**src/rtl/rr_sel_sequencer_if.sv**
```systemverilog
// Select/grant bundle between a request source and the round-robin mux sequencer.
// The sequencer side uses the slave modport; requesters/observers use master.
interface rr_sel_sequencer_if;
  logic       en;
  logic [3:0] req;
  logic [1:0] sel;
  logic [3:0] gnt;
  logic       valid;

  modport master (output en, req, input sel, gnt, valid);
  modport slave  (input en, req, output sel, gnt, valid);
endinterface

```
**src/rtl/rr_sel_sequencer.sv**
```systemverilog
// Round-robin arbiter producing the 2-bit sel of a 4:1 mux, with a bounded hold
// window per grant and a mandatory idle cycle between grants.
//
// state | meaning
// IDLE  | no grant; search from last+1 when en and any req
// GRANT | sel/gnt held until requester drops or hold counter hits zero
module rr_sel_sequencer #(
  parameter int HOLD_CYCLES = 4,
  parameter int CW          = 8
) (
  input logic             clk,
  input logic             rst_n,
  rr_sel_sequencer_if.slave bus
);

  typedef enum logic {IDLE = 1'b0, GRANT = 1'b1} state_t;

  localparam logic [CW-1:0] HOLD_INIT = CW'(HOLD_CYCLES - 1);

  state_t        r_state, w_state_nxt;
  logic [1:0]    r_last, w_last_nxt;
  logic [1:0]    r_sel, w_sel_nxt;
  logic [3:0]    r_gnt, w_gnt_nxt;
  logic          r_valid, w_valid_nxt;
  logic [CW-1:0] r_cnt, w_cnt_nxt;
  logic [1:0]    w_win, w_idx;
  logic          w_found;

  // Rotating priority: first asserted channel at or after last+1.
  always_comb begin
    w_found = 1'b0;
    w_win   = r_last;
    w_idx   = r_last;
    for (int i = 1; i <= 4; i++) begin
      w_idx = r_last + 2'(i);
      if (!w_found && bus.req[w_idx]) begin
        w_found = 1'b1;
        w_win   = w_idx;
      end
    end
  end

  always_comb begin
    w_state_nxt = r_state;
    w_last_nxt  = r_last;
    w_sel_nxt   = r_sel;
    w_gnt_nxt   = r_gnt;
    w_valid_nxt = r_valid;
    w_cnt_nxt   = r_cnt;
    case (r_state)
      IDLE: begin
        w_gnt_nxt   = 4'b0000;
        w_valid_nxt = 1'b0;
        if (bus.en && w_found) begin
          w_sel_nxt   = w_win;
          w_gnt_nxt   = 4'b0001 << w_win;
          w_valid_nxt = 1'b1;
          w_cnt_nxt   = HOLD_INIT;
          w_state_nxt = GRANT;
        end
      end
      GRANT: begin
        // en is deliberately not consulted here: a running grant always completes.
        if (!bus.req[r_sel] || (r_cnt == '0)) begin
          w_last_nxt  = r_sel;
          w_gnt_nxt   = 4'b0000;
          w_valid_nxt = 1'b0;
          w_state_nxt = IDLE;
        end else begin
          w_cnt_nxt = r_cnt - CW'(1);
        end
      end
      default: w_state_nxt = IDLE;
    endcase
  end

  always_ff @(posedge clk or negedge rst_n) begin
    if (!rst_n) begin
      r_state <= IDLE;
      r_last  <= 2'b11;
      r_sel   <= 2'b00;
      r_gnt   <= 4'b0000;
      r_valid <= 1'b0;
      r_cnt   <= '0;
    end else begin
      r_state <= w_state_nxt;
      r_last  <= w_last_nxt;
      r_sel   <= w_sel_nxt;
      r_gnt   <= w_gnt_nxt;
      r_valid <= w_valid_nxt;
      r_cnt   <= w_cnt_nxt;
    end
  end

  assign bus.sel   = r_sel;
  assign bus.gnt   = r_gnt;
  assign bus.valid = r_valid;

endmodule

```
**src/flat_wrapper.sv**
```systemverilog
// flat-port wrapper written by rule: the top's interface ports become plain ports
module rr_sel_sequencer_flat 
#(
  parameter int HOLD_CYCLES = 4,
  parameter int CW          = 8
)
  (clk, rst_n, bus_en, bus_req, bus_sel, bus_gnt, bus_valid);
  rr_sel_sequencer_if bus_i ();
  input logic clk;
  input logic rst_n;
  input wire logic [$bits(bus_i.en)-1:0] bus_en;
  input wire logic [$bits(bus_i.req)-1:0] bus_req;
  output wire logic [$bits(bus_i.sel)-1:0] bus_sel;
  output wire logic [$bits(bus_i.gnt)-1:0] bus_gnt;
  output wire logic [$bits(bus_i.valid)-1:0] bus_valid;
  assign bus_i.en = bus_en;
  assign bus_i.req = bus_req;
  assign bus_sel = bus_i.sel;
  assign bus_gnt = bus_i.gnt;
  assign bus_valid = bus_i.valid;
  rr_sel_sequencer #(.HOLD_CYCLES(HOLD_CYCLES), .CW(CW)) u_core (.clk(clk), .rst_n(rst_n), .bus(bus_i));
endmodule
```
**config.mk**
```make
export PLATFORM = sky130hd
export DESIGN_NAME = rr_sel_sequencer_flat
export DESIGN_NICKNAME = d
export VERILOG_FILES = /design/src/rtl/rr_sel_sequencer_if.sv /design/src/rtl/rr_sel_sequencer.sv /design/src/flat_wrapper.sv
export SDC_FILE = /design/constraint.sdc
export NUM_CORES = 1
export LEC_CHECK = 0
export BUFFER_PORTS_ARGS = -buffer_cell sky130_fd_sc_hd__buf_2
export CORE_MARGIN = 1.5
export CORE_UTILIZATION = 40
export CTS_BUF_LIST = sky130_fd_sc_hd__clkbuf_2
export DETAILED_ROUTE_END_ITERATION = 7
export PLACE_DENSITY = 0.63
export SYNTH_ARGS = -nofsm -noshare
export SYNTH_HDL_FRONTEND = slang
export SYNTH_SLANG_ARGS = --single-unit
```
**constraint.sdc**
```tcl
create_clock -name clk -period 4.65 [get_ports clk]
set_clock_uncertainty 0.15 [all_clocks]
set_input_delay 0.465 -clock clk [delete_from_list [all_inputs] [get_ports clk]]
set_output_delay 0.465 -clock clk [all_outputs]
set_load 0.02 [all_outputs]
```
Word-level counts from Yosys, hierarchy flattened:

Cells that the tools add are included.

* flip-flop bits (word level): 18
* logic and storage cells: 62

* bitwise gates (word level): 1
* reductions and logical operators: 13
* shifts and indexed selects: 1
* muxes and demuxes: 29
* $add $sub $neg: 4
* equality and inequality tests: 3
* magnitude comparators: 5

Operators with widths (number)
* 8-bit 2-to-1 mux: 2
* 8-bit one-hot mux with 2 select lines: 1
* 2-bit by 3-bit < comparator with 1-bit output, second input constant: 5
* 1-bit 2-to-1 mux: 12
* 1-bit binary-select mux with 2-bit select: 5
* 8-bit logical NOT: 1
* 2-bit 2-to-1 mux: 4
* 4-bit 2-to-1 mux: 2
* 4-bit one-hot mux with 2 select lines: 1
* 8-bit by 1-bit subtractor with 8-bit output, second input constant: 1
* 2-bit AND reduction: 3
* 2-bit adder, second input constant: 2
* 1-bit logical AND: 4
* 1-bit logical NOT: 4
* 2-bit inequality test, second input constant: 2
* 1-bit one-hot mux with 2 select lines: 2
* 1-bit by 2-bit left shift with 4-bit output, first input constant: 1
* 2-bit by 1-bit adder with 2-bit output, second input constant: 1
* 2-bit by 1-bit inequality test with 1-bit output, second input constant: 1
* 1-bit logical OR: 1
* 1-bit inverter: 1

Longest topological paths before layout:

Gate-level depths: netlist of the first run.

* word-level depth: 16
* gate-level depth with buffers: 7
* gate-level depth less buffers: 6

Worst setup path after synthesis of the first run:

OpenSTA, ideal clock, no wires.

* kind: register to register
* start point: register u_core.r_cnt[0]
* end point: register u_core.r_gnt[2], in the netlist u_core.bus.gnt[2]
* data arrival time: 1685 ps
* required time: 4379 ps
* buffers on the path: 1
* setup time: 121 ps
* path slack: 2694 ps
* cell stages (with the launch flop): 7
* cells stage by stage: dfrtp_1 > inv_1 > ha_1 > or3b_2 > o211a_1 > buf_6 > a22o_1

* longest elaborated chain between the ends: 3

RTL lines
* start, declared: line rr_sel_sequencer.sv:25 `logic [CW-1:0] r_cnt, w_cnt_nxt;`
* start signal, assigned: line rr_sel_sequencer.sv:91 `r_cnt <= w_cnt_nxt;`
* 8-bit logical NOT: line rr_sel_sequencer.sv:64 `if (!bus.req[r_sel] || (r_cnt == '0)) begin`
* 1-bit logical OR: line rr_sel_sequencer.sv:64
* 2-bit inequality test (no line)
* end signal, assigned: line rr_sel_sequencer.sv:89 `r_gnt <= w_gnt_nxt;`
* end, declared: line rr_sel_sequencer.sv:23 `logic [3:0] r_gnt, w_gnt_nxt;`

Every way passes these cells.
A chain may end at the register's enable or synchronous reset.

Final worst setup path of the first run:

* start point: register u_core.r_cnt[0]
* end point: register u_core.r_cnt[7]

* longest elaborated chain between the ends: 4

RTL lines
* branches (longest 4 deep; another with 8-bit by 1-bit subtractor with 8-bit output)

Several ways; the timed one is not identified. The select of a mux whose other input is x is not followed.

==> impl_metrics.csv, run 1 <==
group,metric,value,unit
final_layout,fillCellCount,230,
grt,grt-ovfl-total,0,
logic_synthesis,synthFlopType,"dfrtp_1",
placed_design,dp.final_hpwl,1450,um
logic_synthesis,synth_edf_count,0,
grt,use_met3,3.43,%
logic_synthesis,synth_cells,92,
route,wire_per_inst,14.5,um
sta,fin_tns_setup,0,ps
clock_tree,cts_tree,"yes",
worst_setup_path,crit_family,"compound AO/OA/AOI/OAI gates",
final_layout,area_delta_synth_final,10.2,%
logic_synthesis,ys_seq_area_share,46.8,%
floorplan,core,2250,um^2
sta,hold_viol_final,0,
route,vias,779,
logic_synthesis,yosys_warnings,0,
worst_setup_path,cp_max_fo,11,
power_and_ir_drop,pwr_density_cell,562,nW/um^2
clock_tree,clock-sinks,18,
clock_tree,ctsHtreeMaxLevel,1,
logic_synthesis,synth_area,967,um^2
placed_design,io_buffer_count,13,
final_layout,multi_input_area,469,um^2
route,dr.pass1.iters,6,
grt,grt_pass1_wl,3400,um
route,wl,1940,um
clock_tree,clk_latency,300,ps
power_and_ir_drop,fin_total_pwr,600,uW
final_layout,fin_util,47.3,%
sta,maxSlewViolCount,0,
worst_setup_path,crit_chain,"inv_1 > ha_1 > or3b_2 > o211a_1 > a211oi_1 > a31o_1",
route,viasPerCell,5.81,
floorplan,die_w,52.2,um
worst_setup_path,cpMaxStageDelayCell,"or3b_2",
worst_setup_path,cpPeakStageDelay,500,ps
floorplan,die_y,52.2,um
grt,grtUsageMet2,25.7,%
logic_synthesis,synth-seq-cells,18,
final_layout,final-seq-area,453,um^2
final_layout,final_common_cell,"dfrtp_1",
clock_tree,post_cts_resized,0,
sta,clock.fmax,0.466,GHz
grt,antenna_found_initial,0,
grt,grt.busiest_layer,"met2",
final_layout,antennaDiodeCount,0,
power_and_ir_drop,max-vdd-ir-drop,0.000258,V
floorplan,die_area,2720,um^2
sta,rsz0062_at_grt,"no",
sta,hold_ws,368,ps
worst_setup_path,crit_type,"flop to flop",
logic_synthesis,synth_async_sr_flop_share,100,%
floorplan,start_util,42.9,%
logic_synthesis,synth_fp_nets,101,
logic_synthesis,yosysTopAreaCell,"dfrtp_1",
logic_synthesis,ys_top_cells_by_area,"dfrtp_1, dfstp_2, o21ai_0",
floorplan,placementRows,17,
power_and_ir_drop,p_leak,0.000490,uW
worst_setup_path,endpoint_kind,"flop",
logic_synthesis,netlist-cell-type-count,39,
logic_synthesis,netlist.area_leader.share,41.4,%
run,maxCapViolCount,0,
status,status,"finished, final reports clean",
worst_setup_path,critical_path_arrival,2250,ps
worst_setup_path,startpoint_type,"flop",
route,ant_nets,0,
route,drt_iter0_markers,12,
sta,min_period,2150,ps
clock_tree,cts_buffer_depth,2,
clock_tree,clock-root-buffer,"clkbuf_2",
worst_setup_path,crit_required,4760,ps
placed_design,post-place-cells,129,
placed_design,globalplace.congestion,0.821,
sta,setup_violations,0,
logic_synthesis,synth_area_per_cell,10.5,um^2
final_layout,fin_cells,134,
grt,grt_use_met1,24.8,%
grt,globalRouteTotalUtil,17.4,%
clock_tree,cts_buffers,3,
sta,relSlewSlack,73.8,%
worst_setup_path,critical_path_buf_inv_count,1,
sta,fin_crit_sh,46.2,%
final_layout,final_cell_mix,"dfrtp_1, buf_2, nand2_1",
sta,worst_slew_pin_slew,387,ps
final_layout,drive_gt1_share,25.5,%
worst_setup_path,rrSetupSlack,2500,ps
min_path,worst_hold_path_type,"flop to flop",
route,remaining_drc_errors,0,
grt,grt_pass1_vias,710,
final_layout,final_nets,116,
clock_tree,clkSlewWorstSetupHoldPaths,170,ps
floorplan,io_pins,14,
grt,grt_max_degree,19,
area by class of cell:
class / instances / area share, %
Multi-Input combinational cell: 66 / 44.0
Sequential cell: 18 / 42.5
Timing Repair Buffer: 14 / 7.04
Tap cell: 28 / 3.29
Clock buffer: 3 / 1.41
Inverter: 4 / 1.41
Clock inverter: 1 / 0.352
cells by family after synthesis:
kind of cell	after synthesis	share of synthesized area (%)
and+or+nand+nor	30	18.0
AOI/OAI and AO/OA	30	22.3
muxes	4	5.69
adders and majority gates	2	2.59
buffers and inverters	8	4.66
DFF	18	46.8
path summary, 6_finish.rpt:
check                           cells past startpoint                 to              start
worst max-delay path                                6    u_core.r_cnt[7]    u_core.r_cnt[0]
worst min-delay path                                2  u_core.bus.gnt[3]  u_core.bus.gnt[3]
worst max register to register                      6    u_core.r_cnt[7]    u_core.r_cnt[0]
worst min register to register                      2  u_core.bus.gnt[3]  u_core.bus.gnt[3]
max in group asynchronous                           2   u_core.r_last[1]              rst_n
min in group asynchronous                           2     u_core.r_state              rst_n
flip-flops by register name, indices dropped and copies added, names as in the netlist:
signal            flops
u_core.bus.gnt        4
u_core.bus.sel        2
u_core.bus.valid      1
u_core.r_last         2
u_core.r_state        1
u_core.r_cnt          8
cell usage after synthesis (2+ instances only):
master,instances
o21ai_0,7
a211oi_1,2
nor3_1,3
dfrtp_1,16
buf_6,2
a21oi_1,5
nand2_1,8
clkbuf_1,2
or4b_1,2
nor2_1,5
mux2_2,2
nand2b_1,3
a22o_1,2
dfstp_2,2
o41ai_1,3
inv_1,4
ha_1,2
through the flow:
step                      setup WS, ps  area [um^2]
after global routing              2360         1070
after floorplan                   2690          967
after detailed placement          2530         1040
after global placement            2560         1040
final                             2500         1070
after CTS                         2490         1070
layer usage:
layer / vias to the layer above / part of all wire, %
met3: 4 / 2.8
met5: - / 0
met1: 386 / 50
met4: 0 / 1.8
met2: 14 / 46
li1: 375 / -
report_power, final:
part	leakage [uW]	internal (uW)	switching [uW]
registers	0.000227	214	62.9
clock network	0.0000140	18.7	49.6
logic	0.000250	107	147
worst reg2reg max path, delay by kind of cell (launching register included):
family                     cells  cell delay, ps
DFF                            1             480
AOI/OAI and AO/OA              3             740
adders and majority gates      1             130
and+or+nand+nor                1             500
buffers and inverters          1             110
timing repair:
action | 4_1_cts | 5_1_grt
hold buffers | 1 | 0
buffers inserted | 0 | 0
hold endpoints to repair | 16 | 0
No activity file was read; power rests on OpenSTA's default activity.
==> run 2: changes to the inputs <==
--- a/config.mk
+++ b/config.mk
@@ -10,7 +10,7 @@
 export CORE_UTILIZATION = 40
 export CTS_BUF_LIST = sky130_fd_sc_hd__clkbuf_2
 export DETAILED_ROUTE_END_ITERATION = 7
-export PLACE_DENSITY = 0.63
+export PLACE_DENSITY = 0.65
 export SYNTH_ARGS = -nofsm -noshare
 export SYNTH_HDL_FRONTEND = slang
 export SYNTH_SLANG_ARGS = --single-unit
==> constraint.sdc (replaced) <==
create_clock -name clk -period 1.75 [get_ports clk]
set_clock_uncertainty 0.15 [all_clocks]
set_input_delay 0.175 -clock clk [delete_from_list [all_inputs] [get_ports clk]]
set_output_delay 0.175 -clock clk [all_outputs]
set_load 0.02 [all_outputs]
==> run 2 against run 1 <==
Against the previous run:
- the run now ends with setup timing left
- global-route usage grew 5.2 points
- final area rose by 26%
- worst hold slack got worse by 220 ps
==> impl_metrics.csv, run 2 (synthesis gave the netlist of run 1 again) <==
group,metric,value,unit
route,viasPerCell,5.71,
power_and_ir_drop,max-vdd-ir-drop,0.000784,V
power_and_ir_drop,fin_total_pwr,2000,uW
status,violations,"setup timing",
worst_setup_path,critical_path_buf_inv_count,1,
worst_setup_path,startpoint,"u_core.r_cnt[4]",
route,wl,2460,um
clock_tree,clock-sinks,18,
worst_setup_path,cpPeakStageDelay,630,ps
route,drt_iter0_markers,16,
worst_setup_path,crit_family,"simple AND/OR/NAND/NOR gates",
run,maxCapViolCount,0,
placed_design,post-place-cells,144,
clock_tree,cts_tree,"yes",
placed_design,dp.final_hpwl,1650,um
route,ant_nets,0,
placed_design,globalplace.congestion,0.810,
sta,rsz0062_at_grt,"yes",
sta,setup_violations,15,
sta,setup_slack,-139,ps
clock_tree,cts_buffer_depth,2,
route,vias,891,
sta,fin_crit_sh,108,%
sta,clock.fmax,0.529,GHz
route,wire_per_inst,15.8,um
grt,globalRouteTotalUtil,22.7,%
clock_tree,clkSlewWorstSetupHoldPaths,180,ps
final_layout,final_nets,138,
sta,hold_viol_final,0,
sta,worst_slew_pin_slew,414,ps
clock_tree,clk_latency,310,ps
floorplan,die_w,52.2,um
worst_setup_path,crit-reg2reg-launch,"u_core.r_cnt[4]",
status,status,"finished with violations",
power_and_ir_drop,p_leak,0.000615,uW
worst_setup_path,cp_max_fo,6,
worst_setup_path,crit_required,1860,ps
final_layout,final_cell_mix,"buf_4, dfrtp_1, buf_2",
sta,min_period,1890,ps
final_layout,antennaDiodeCount,0,
placed_design,io_buffer_count,13,
final_layout,largest_reg_flops,8,
sta,maxSlewViolCount,0,
clock_tree,cts_buffers,3,
worst_setup_path,endpoint_kind,"flop",
route,dr.pass1.iters,4,
floorplan,die_area,2720,um^2
grt,grt_pass1_vias,902,
grt,antenna_found_initial,0,
grt,grt_max_degree,19,
floorplan,start_util,42.9,%
sta,relSlewSlack,72.4,%
clock_tree,clock-root-buffer,"clkbuf_2",
floorplan,placementRows,17,
clock_tree,ctsHtreeMaxLevel,1,
grt,grt-ovfl-total,0,
worst_setup_path,crit_type,"flop to flop",
floorplan,io_pins,14,
power_and_ir_drop,pwr_density_cell,1490,nW/um^2
final_layout,area_delta_synth_final,38.9,%
grt,grt_pass1_wl,4390,um
min_path,worst_hold_path_type,"input pin to async pin",
route,remaining_drc_errors,0,
worst_setup_path,rrSetupSlack,-140,ps
worst_setup_path,critical_path_arrival,1990,ps
final_layout,final_common_cell,"buf_4",
worst_setup_path,startpoint_type,"flop",
final_layout,largest-register,"u_core.r_cnt",
floorplan,die_y,52.2,um
worst_setup_path,crit_chain,"or4_4 > o211ai_4 > buf_6 > o41ai_2 > a21oi_2",
floorplan,core,2250,um^2
worst_setup_path,cpMaxStageDelayCell,"or4_4",
final_layout,drive_gt1_share,49.2,%
final_layout,fin_cells,156,
[run 2: cell types whose count changed in the layout (fill, tap and decap cells not counted), moves of 2 or more]
cell / change
o21ai_0: -3
buf_4: +17
o21ai_1: +2
o41ai_1: -2
a21oi_1: -2
o41ai_2: +2
a21oi_2: +2
buf_6: +4
[run 2: cell type report]
class / count / area [um^2]
fill: 205 / 911
multi-input combinational: 67 / 573
sequential: 18 / 454
timing repair buffer: 35 / 248
tap: 28 / 35.0
clock buffer: 3 / 15.0
inverter: 4 / 15.0
clock inverter: 1 / 3.75
[run 2: power by group]
group	internal [uW]	switching, uW
Sequential	569	149
Combinational	528	573
Clock	49.7	135
[run 2: stage by stage]
step                hold slack [ps]  utilization, %  TNS [ps]  setup slack [ps]  area, um^2
floorplan                      -271               -      -613              -100         971
global placement              -21.3            51.2      -417              -123        1150
detailed placement            -20.5            51.2     -1090              -181        1150
CTS                             149            58.3     -1050              -115        1320
global route                    147            59.6     -2100              -203        1340
finish                          146            59.6     -1260              -139        1340
[run 2: worst paths after layout]
kind / depth (start not counted) / endpoint
max reg2reg: 5 / u_core.r_cnt[3]
min in group clk: 4 / u_core.bus.valid
max: 5 / u_core.r_cnt[3]
min: 2 / u_core.r_cnt[6]
max in group asynchronous: 2 / u_core.r_last[1]
min reg2reg: 2 / u_core.bus.valid
[run 2: repair_timing]
item,4_1_cts,5_1_grt
pin swaps,5,1
setup endpoints to repair,15,16
resized for setup,16,7
gates cloned,1,0
hold buffers,1,0
buffers inserted,6,1
hold endpoints to repair,18,0
[run 2: per-layer routing]
layer / up-vias / global-route usage [%] / wire (um)
li1: 425 / - / -
met1: 444 / 30.4 / 1150
met2: 16 / 36.3 / 1190
met3: 6 / 3.43 / 73
met4: 0 / 9.83 / 47
met5: - / 0 / 0
